### src/rtl/adsr_env_gen.sv
// ADSR envelope generator for one voice: gate-driven attack/decay/sustain/release
// stepping of an ENV_W-bit level, with per-stage tick intervals from the register file.
//
// state   | meaning
// IDLE    | no note, env held at 0
// ATTACK  | env rises one step per attack tick up to MAX
// DECAY   | env falls one step per decay tick towards sus_lvl
// SUSTAIN | env follows sus_lvl while gate stays high
// RELEASE | env falls one step per release tick to 0
module adsr_env_gen #(
    parameter int ENV_W       = 7,
    parameter int IVL_W       = 32,
    parameter bit RETRIG_MODE = 1'b1
) (
    input  logic             clk_i,
    input  logic             rst_i,
    input  logic [IVL_W-1:0] a_interval_i,
    input  logic [IVL_W-1:0] d_interval_i,
    input  logic [IVL_W-1:0] r_interval_i,
    input  logic [ENV_W-1:0] sus_lvl_i,
    input  logic             gate_i,
    output logic [ENV_W-1:0] env_out_o,
    output logic [2:0]       stage_o,
    output logic             running_o,
    output logic             eoc_o
);

    typedef enum logic [2:0] {
        ST_IDLE    = 3'd0,
        ST_ATTACK  = 3'd1,
        ST_DECAY   = 3'd2,
        ST_SUSTAIN = 3'd3,
        ST_RELEASE = 3'd4
    } stage_e;

    localparam logic [ENV_W-1:0] ENV_MAX  = '1;
    localparam logic [ENV_W-1:0] ENV_ZERO = '0;

    stage_e             stage_q, stage_d;
    logic [ENV_W-1:0]   env_q, env_d;
    logic [IVL_W-1:0]   cnt_q, cnt_d;
    logic               eoc_q, eoc_d;
    logic               g1_q, g2_q, g3_q;

    logic               rise, fall, tick;
    logic [IVL_W-1:0]   ivl_cur;

    // g1 is the metastability stage; edges are detected on the settled g2/g3 pair
    assign rise = g2_q & ~g3_q;
    assign fall = ~g2_q & g3_q;

    always_comb begin
        ivl_cur = '0;
        case (stage_q)
            ST_ATTACK:  ivl_cur = a_interval_i;
            ST_DECAY:   ivl_cur = d_interval_i;
            ST_RELEASE: ivl_cur = r_interval_i;
            default:    ivl_cur = '0;
        endcase
    end

    // >= rather than == so a shortened interval fires at once instead of wrapping
    assign tick = (cnt_q >= ivl_cur);

    always_comb begin
        stage_d = stage_q;
        env_d   = env_q;
        if (rise) begin
            stage_d = ST_ATTACK;
            if (RETRIG_MODE) begin
                env_d = ENV_ZERO;
            end
        end else if (fall && (stage_q == ST_ATTACK || stage_q == ST_DECAY ||
                              stage_q == ST_SUSTAIN)) begin
            stage_d = ST_RELEASE;
        end else begin
            case (stage_q)
                ST_ATTACK: begin
                    if (env_q == ENV_MAX) begin
                        stage_d = ST_DECAY;
                    end else if (tick) begin
                        env_d = env_q + 1'b1;
                    end
                end
                ST_DECAY: begin
                    if (sus_lvl_i != ENV_ZERO && env_q <= sus_lvl_i) begin
                        stage_d = ST_SUSTAIN;
                    end else if (sus_lvl_i == ENV_ZERO && env_q == ENV_ZERO) begin
                        stage_d = ST_IDLE;
                    end else if (tick) begin
                        env_d = env_q - 1'b1;
                    end
                end
                ST_SUSTAIN: begin
                    if (sus_lvl_i == ENV_ZERO) begin
                        stage_d = ST_DECAY;
                    end else begin
                        env_d = sus_lvl_i;
                    end
                end
                ST_RELEASE: begin
                    if (env_q == ENV_ZERO) begin
                        stage_d = ST_IDLE;
                    end else if (tick) begin
                        env_d = env_q - 1'b1;
                    end
                end
                default: begin
                    stage_d = ST_IDLE;
                end
            endcase
        end
    end

    // A rise restarts the attack timing even when already in ATTACK
    always_comb begin
        cnt_d = '0;
        if (rise || stage_d != stage_q) begin
            cnt_d = '0;
        end else if (stage_q == ST_IDLE || stage_q == ST_SUSTAIN) begin
            cnt_d = '0;
        end else if (tick) begin
            cnt_d = '0;
        end else begin
            cnt_d = cnt_q + 1'b1;
        end
    end

    assign eoc_d = (stage_d == ST_IDLE) && (stage_q != ST_IDLE);

    always_ff @(posedge clk_i or posedge rst_i) begin
        if (rst_i) begin
            stage_q <= ST_IDLE;
            env_q   <= '0;
            cnt_q   <= '0;
            eoc_q   <= 1'b0;
            g1_q    <= 1'b0;
            g2_q    <= 1'b0;
            g3_q    <= 1'b0;
        end else begin
            stage_q <= stage_d;
            env_q   <= env_d;
            cnt_q   <= cnt_d;
            eoc_q   <= eoc_d;
            g1_q    <= gate_i;
            g2_q    <= g1_q;
            g3_q    <= g2_q;
        end
    end

    assign env_out_o = env_q;
    assign stage_o   = stage_q;
    assign running_o = (stage_q != ST_IDLE);
    assign eoc_o     = eoc_q;

endmodule
### config.mk
export PLATFORM = sky130hd
export DESIGN_NAME = adsr_env_gen
export DESIGN_NICKNAME = d
export VERILOG_FILES = /design/src/rtl/adsr_env_gen.sv
export SDC_FILE = /design/constraint.sdc
export NUM_CORES = 1
export LEC_CHECK = 0
export ABC_AREA = 0
export CORE_AREA = 4 4 101 103
export CTS_BUF_LIST = sky130_fd_sc_hd__clkbuf_4
export CTS_CLUSTER_DIAMETER = 120
export DETAILED_ROUTE_END_ITERATION = 8
export DIE_AREA = 0 0 105 107
export PLACE_DENSITY = 0.78
export SLEW_MARGIN = 10
export SYNTH_ARGS = -nofsm -noshare
export SYNTH_HDL_FRONTEND = slang
export SYNTH_SLANG_ARGS = --single-unit
### constraint.sdc
create_clock -name clk_i -period 3.3 [get_ports clk_i]
set_input_delay 0.495 -clock clk_i [delete_from_list [all_inputs] [get_ports clk_i]]
set_output_delay 0.495 -clock clk_i [all_outputs]
set_load 0.01 [all_outputs]
# Yosys cells after proc, flatten, opt, wreduce, memory -nomap -nowiden
# Cells that the tools add are included.
# totals
wordCells	67
output_inout_bits	12
reg_bits	46
inputBits	106
# op_classes
bitwise	4
order_cmp	2
n_mux	22
eq_ne	13
n_reduce_logical	16
addsub	3
# op_table
cell	count
$mux 32	3
$pmux 32 s3	1
$mux 7	9
$add 32x1->32 const B	1
$ge 32x32->1	1
$pmux 7 s4	1
$mux 3	7
$ne 3x3->1 const B	6
$logic_not 7->1	2
$pmux 3 s4	1
$reduce_and 8->1	1
$add 7x1->7 const B	1
$eq 7x7->1 const B	1
$le 7x7->1	1
$reduce_bool 7->1	1
$sub 7x1->7 const B	1
$eq 3x2->1 const B	2
$logic_not 3->1	2
$reduce_bool 5->1	1
$logic_and 1x1->1	4
$logic_or 1x1->1	4
$eq 3x1->1 const B	1
$eq 3x3->1 const B	1
$ne 3x3->1	1
other kinds (4)	6

# Depth between registers and ports, before layout
# logic_depth
ltp_word	10
mapped_depth	16
mapped_depth_nobuf	12

# Worst setup path after synthesis
# No wires, ideal clock.
# synth_timing
path_kind	register to register
start	register stage_q[2] (netlist: stage_o[2])
end	register env_q[5] (netlist: env_out_o[5])
path_buffers	3
required_time_ns	3.166
setup_time_ns	0.134
synth_period_minus_slack_ns	3.302
t_arrival_ns	3.168
path_stages_with_launch	16
path_slack_ns	-0.002
path_cell_list	dfrtp_1 clkbuf_1 nor2b_1 clkbuf_1 clkbuf_1 a22oi_1 nor2_1 a21oi_1 ha_1 nand4_1 nor4_1 o211ai_1 a31o_2 and2_1 a2111oi_0 nor3_1
# synth_via
elab_chain_len	9
elab_cells_between_ends	25
classes_between	order compare (1); eq/ne (11); mux (8); reduce/logical (5)
# synth_lines
item	line_no	source
start, declared	39	stage_e stage_q, stage_d;
start signal, assigned	141	stage_q <= stage_d;
$eq 3x3->1, or another cell as far along	54, 77	
$pmux 32 s3	54	case (stage_q)
$ge 32x32->1	63	assign tick = (cnt_q >= ivl_cur);
$mux 7 (3 in series)	-	
$pmux 7 s4	77	case (stage_q)
$mux 7	73	end else if (fall && (stage_q == ST_ATTACK || stage_q == ST_DECAY ||
$mux 7	68	if (rise) begin
end signal, assigned	142	env_q <= env_d;
end, declared	40	logic [ENV_W-1:0] env_q, env_d;
# Several ways; a longest one is shown, not always the timed one. The select of a mux whose other input is x is not followed.
# A chain may end at the register's enable or synchronous reset.

# Worst setup path after layout
# layout_timing
start	register stage_q[2] (netlist: stage_o[2])
end	register env_q[6] (netlist: env_out_o[6])
# The elaborated chain is that of the path after synthesis.

==> impl_metrics.ini <==
[sta]
finalSetupViolCount = 0
setup_ws_ns = 0.167
finalHoldViolCount = 0
clock_skew_ns = 0.0140
slew_violations = 0
min_period_ns = 3.13
relSlewSlack_pct = 35.8
rsz0062_at_grt = yes
fmax_ghz = 0.319
hold_ws_ns = 0.396
finalCritPeriodShare_pct = 94.9
worstMarginPinSlew_ns = 0.962

[power]
p_int_w = 0.00141
netSwitchingFraction_pct = 37.2
ir_drop_uv = 166
netSwitchingPower_w = 0.000837
finalPower_w = 0.00225
p_comb_share_pct = 49.6
seqPwrFrac_pct = 31.6
clkPwrFrac_pct = 18.8
p_per_area_nw_per_um2 = 394
p_leak_nw = 2.38

[worst_hold_path]
whs_endpoint = g2_q$_DFF_PP0_
holdCritPathClass = reg2reg
hp-start = g1_q$_DFF_PP0_
min_path_cells = 0

[worst_setup_path]
rrSetupSlack_ns = 0.17
path_cells = nand2b_2 -> nor2_4 -> buf_12 -> clkbuf_16 -> a21oi_1 -> ha_1 -> nand4_1 -> nor4_2 -> o211ai_1 -> a31o_2 -> buf_4 -> and2_2 -> nor2_1 -> a211oi_1
worst_setup_path_end_kind = register
crit_path_top_delay_cell = dfrtp_2
r2r_cells = 14
crit_path_max_fanout = 16
arrival_ns = 3.37
critical_path_class = reg2reg
cp.required_ns = 3.54
r2r-end = env_out_o[6]$_DFFE_PP0P_
r2r_start = stage_o[2]$_DFF_PP0_
start_kind = register
slowest_delay_ns = 0.46

[floorplanning]
die_x_um = 105
initial_core_util_pct = 44.8
num_io_pins = 118
die_h_um = 107
fp.dieArea_um2 = 11200
row_count = 35
core_um2 = 9200

[yosys]
ys_types = 58
ys_top_cells_by_count = nor2_1, a21oi_1, dfrtp_1, ha_1, a22oi_1
ys_top_cells_by_area = dfrtp_1, ha_1, nor2_1
synth_edf_count = 0
async_flop_share_pct = 100
syn_area_um2 = 4120
synth_warnings = 0
ys_seq_area_share_pct = 27.9
synth_area_leader_cell = dfrtp_1
synth_fp_nets = 655
syn_area_per_cell_um2 = 8.20
yosysMostFrequentCell = nor2_1
synth_cells = 503
synth-main-ff-cell = dfrtp_1
synth_seq_cells = 46
synth_top_area_share_pct = 27.9

[cts]
clock-sinks = 46
numCtsBuffers = 5
cts_root_buffer = clkbuf_4
clk_latency_ns = 0.37
clk_pin_slew_worst_paths_ns = 0.15
cts-htree-levels = 2
cts_buffer_depth = 2
cts_tree = yes

[route]
routed_wl_um = 12500
wl_per_cell_um = 17.1
first_pass_iters = 5
drtAntennaViolNets = 0
vias = 4271
drc_errors = 0
drt-initial-drc-count = 213
vias_per_cell = 5.86

[cells_and_area]
seqCellArea_um2 = 1150
finalNetCount = 769
n_fill_cell = 790
multi_input_area_um2 = 2850
area_delta_synth_final_pct = 38.4
drive_above_1_share_pct = 7.12
diodes = 0

[global_route]
grt_use_total_pct = 21.1
grt_max_degree = 47
grt_pass1_wl_um = 19700
grt_overflow = 0
antenna_found_initial = 0
grt_pass1_vias = 4183

[place]
port_buffers = 117
hpwl_um = 9370
pre_cts_ws_ns = -0.00723
gp_congestion = 0.875

[run]
max_cap_violations = 0

[outcome]
status = complete, no violations
[power by group through the flow]
stage          Combinational, W  Clock [W]  Sequential (W)
2_1_floorplan          0.000626          0        0.000710
3_3_place_gp            0.00101          0        0.000717
3_5_place_dp            0.00105          0        0.000721
4_1_cts                 0.00106   0.000424        0.000710
5_1_grt                 0.00123   0.000453        0.000725
6_report                0.00111   0.000423        0.000711
[critical path, delay by kind of cell (launching register included)]
kind | cells | cell delay (ns)
AOI/OAI and AO/OA | 4 | 0.58
adders and majority gates | 1 | 0.29
buffers and inverters | 3 | 0.43
DFF | 1 | 0.46
and+or+nand+nor | 6 | 1.25
[final cells by class]
type	count	area share, %
inverters	17	1.12
clock inverters	3	1.12
clock buffers	5	0.658
well taps	111	2.43
repair buffers	132	24.5
flip-flops and latches	46	20.2
multi-input cells	415	50.0
[per-stage QoR]
stage	instance area [um^2]	setup TNS (ns)	cells	util [%]
final	5710	0	729	62.1
after detailed placement	5480	-0.00723	718	59.5
after floorplan	4120	0	503	-
after global placement	5480	0	718	59.5
after CTS	5580	0	726	60.7
after global routing	5710	-0.162	729	62.1
[worst max-delay path by stage]
stage	from	to	slack, ns	cells past startpoint
after global placement	a_interval_i[25]	env_out_o[5]$_DFFE_PP0P_	0.08	13
after floorplan	stage_o[2]$_DFF_PP0_	env_out_o[5]$_DFFE_PP0P_	0.02	15
after global routing	stage_o[0]$_DFF_PP0_	env_out_o[6]$_DFFE_PP0P_	-0.04	14
after detailed placement	a_interval_i[25]	env_out_o[5]$_DFFE_PP0P_	-0.007	13
final	stage_o[2]$_DFF_PP0_	env_out_o[6]$_DFFE_PP0P_	0.17	14
after CTS	stage_o[0]$_DFF_PP0_	env_out_o[5]$_DFFE_PP0P_	0.06	14
[flip-flops by register name (all words and copies together) (netlist names)]
signal,cells
cnt_q,32
env_out_o,7
stage_o,3
eoc_o,1
g1_q,1
g2_q,1
g3_q,1
[logic make-up (layout without fill, tap and decap cells)]
logic type      count (synthesis)  count (layout)  synth area share [%]
flops                          46              46                  27.9
simple gates                  192             192                  23.1
fa+ha+maj                      46              46                  14.1
compound gates                144             144                  23.4
buf+inv                        42             157                  4.40
xor+xnor                       33              33                  7.01
[per-layer routing]
metal	GRT usage (%)	vias to the layer above	wire, um
li1	-	2055	-
met1	27.4	2020	5250
met2	35.5	182	6110
met3	4.46	14	930
met4	6.09	0	178
met5	0	-	0
[placed cells by master (no fill, tap or decap), drive strengths merged, types with 2 or more instances in the layout]
master,n
ha,45
nand3,14
or3,3
nor3,8
clkdlybuf4s50,117
o21bai,2
o2111ai,4
and3,10
o21ai,17
a21oi,58
xor2,20
and3b,2
inv,17
a21o,4
and4,6
buf,13
nand2,23
a2111oi,3
nor2b,7
dfrtp,46
nor4b,2
nor4,5
and2,3
xnor2,13
o211ai,4
a22oi,34
nand4,10
a211oi,7
nor2,87
bufinv,2
nand2b,8
clkbuf,7
[repair_timing]
action,4_1_cts,5_1_grt
pin swaps,0,5
buffers inserted,0,1
hold endpoints to repair,0,0
hold buffers,0,0
gates resized for setup,1,14
setup endpoints to repair,1,38
gates cloned,0,2
Note: power is estimated with default switching activity, not from simulation.
==> RTL change (same flow settings) <==
`RETRIG_MODE`: 1'b1 -> 1'b0.
--- a/src/rtl/adsr_env_gen.sv
+++ b/src/rtl/adsr_env_gen.sv
@@ -11,5 +11,5 @@
     parameter int ENV_W       = 7,
     parameter int IVL_W       = 32,
-    parameter bit RETRIG_MODE = 1'b1
+    parameter bit RETRIG_MODE = 1'b0
 ) (
     input  logic             clk_i,
Behaviour: not the same (Yosys sat finds a counterexample within 10 cycles, from zero or initial values and one cycle with rst_i high).
==> RTL change against the unedited design <==
  * Wire length fell by 3.3%
  * Sequential cell count unchanged
  * Worst setup slack got worse by 41 ps
  * Cell area shrank 1.7%
  * Hold slack lost 15 ps
  * Area after synthesis is 3.6% lower
  * Sequential share of layout area up 0.37 points
  * Count of clock-buffer cells in the layout unchanged
  * Critical endpoint is now env_out_o[1]$_DFFE_PP0P_
  * Power up 24%
  * Largest cell class unchanged
==> RTL change: results (changes against the unedited design) <==
| Metric | Value |
|---|---|
| R2R Path Start | `stage_o[0]$_DFF_PP0_` |
| Largest net degree at the start of global routing | `47 (unchanged)` |
| Lkg Pwr | `2.372 nW (-0.32%)` |
| GRT Total Usage | `20.45% (-0.66 points)` |
| VDD IR max | `0.4490 mV (+170%)` |
| Arrival time worst endpoint | `3410 ps (+40 ps)` |
| Vias in the first global route | `4099 (-2.0%)` |
| Cell Area, Placed | `0.005373 mm² (-1.9%)` |
| Placement Setup Slack | `-107.7 ps (-100.4 ps)` |
| R2R setup slack | `130 ps (-40 ps)` |
| Total Wirelength | `12050 µm (-3.3%)` |
| HPWL Detailed | `9112 µm (-2.7%)` |
| Routability cong. | `0.9072 (+3.7%)` |
| Achievable frequency | `0.3151 GHz (-1.3%)` |
| Status | `finished, final reports clean` |
| Synth area leaders | `dfrtp_1 (29%), ha_1 (14%), nor2_1 (8.2%), a21oi_1 (6.8%), xor2_1 (6.2%)` |
| Delay-heaviest family, CP | `compound AO/OA/AOI/OAI gates` |
| Layout cells sized above 1 | `9.046% (+1.9 points)` |
| Nets | `760 (-1.2%)` |
| CP max stage delay | `480 ps (+20 ps)` |
| Global-route wire length before repair | `19090 µm (-3.0%)` |
| Layout Skew | `22.98 ps (+9.008 ps)` |
| Worst slew pin tran | `578.6 ps (-383.2 ps)` |
| Starting DRT DRC Count | `271 (+27%)` |
| Critical Path End | `env_out_o[1]$_DFFE_PP0P_` |
| Sequential element share of the synthesized area | `28.96% (+1.0 points)` |
| Worst Path Max Fanout | `8 (-8)` |
| Min-Delay Path Class | `flop to flop` |
| Syn Nets | `636 (-2.9%)` |
| Distinct cell type count after synthesis | `51 (-12%)` |
| Most frequent cells after synthesis | `nor2_1 (87), a21oi_1 (54), dfrtp_1 (46)` |
| Vias per std cell | `5.765 (-1.6%)` |
-- RTL change: stage by stage --
step | utilization, % | std cells | TNS (ps)
after floorplan | - | 484 | 0
after global placement | 58.42 | 705 | 0
after detailed placement | 58.42 | 705 | -2405
after CTS | 59.31 | 712 | 0
after global routing | 60.99 | 719 | -105.6
final | 60.99 | 719 | 0
-- RTL change: logic make-up after synthesis --
| kind of cell | after synthesis | synth area share [%] |
|---|---|---|
| fa+ha+maj | 46 | 14.67 |
| mux | 5 | 1.889 |
| xor+xnor | 36 | 7.932 |
| buf+inv | 37 | 3.683 |
| flops | 46 | 28.96 |
| simple gates | 185 | 21.69 |
| compound gates | 129 | 21.18 |
-- RTL change: how the worst min path moves through the flow --
| stage | to | slack [ps] | cells past startpoint |
|---|---|---|---|
| after floorplan | g2_q$_DFF_PP0_ | 330 | 0 |
| after global placement | g2_q$_DFF_PP0_ | 340 | 0 |
| after detailed placement | g2_q$_DFF_PP0_ | 360 | 0 |
| after CTS | g2_q$_DFF_PP0_ | 390 | 0 |
| after global routing | g2_q$_DFF_PP0_ | 390 | 0 |
| final | g2_q$_DFF_PP0_ | 380 | 0 |
-- RTL change: layout make-up --
cell class,count,area [µm²]
clock buffers,5,37.54
fillers,788,3587
inverters,13,48.80
repair buffers,141,1440
multi-input cells,401,2756
flip-flops and latches,46,1154
clock inverters,2,33.78
well taps,111,138.9
-- RTL change: report_power, final --
part           internal (mW)  switching [mW]
logic                  0.858           0.861
registers              0.629           0.122
clock network          0.153           0.174
-- RTL change: what timing repair did --
item                       in CTS  in global routing
resized for setup               2                 15
hold buffers                    0                  0
buffers inserted                0                  5
setup endpoints to repair      26                 39
cloned                          0                  2
pin swaps                       2                 12
-- RTL change: per-layer routing --
metal	routed length (µm)	GRT usage, %
met5	0	0
met2	5804	35.06
met3	968	4.034
met4	131	4.311
met1	5144	26.78
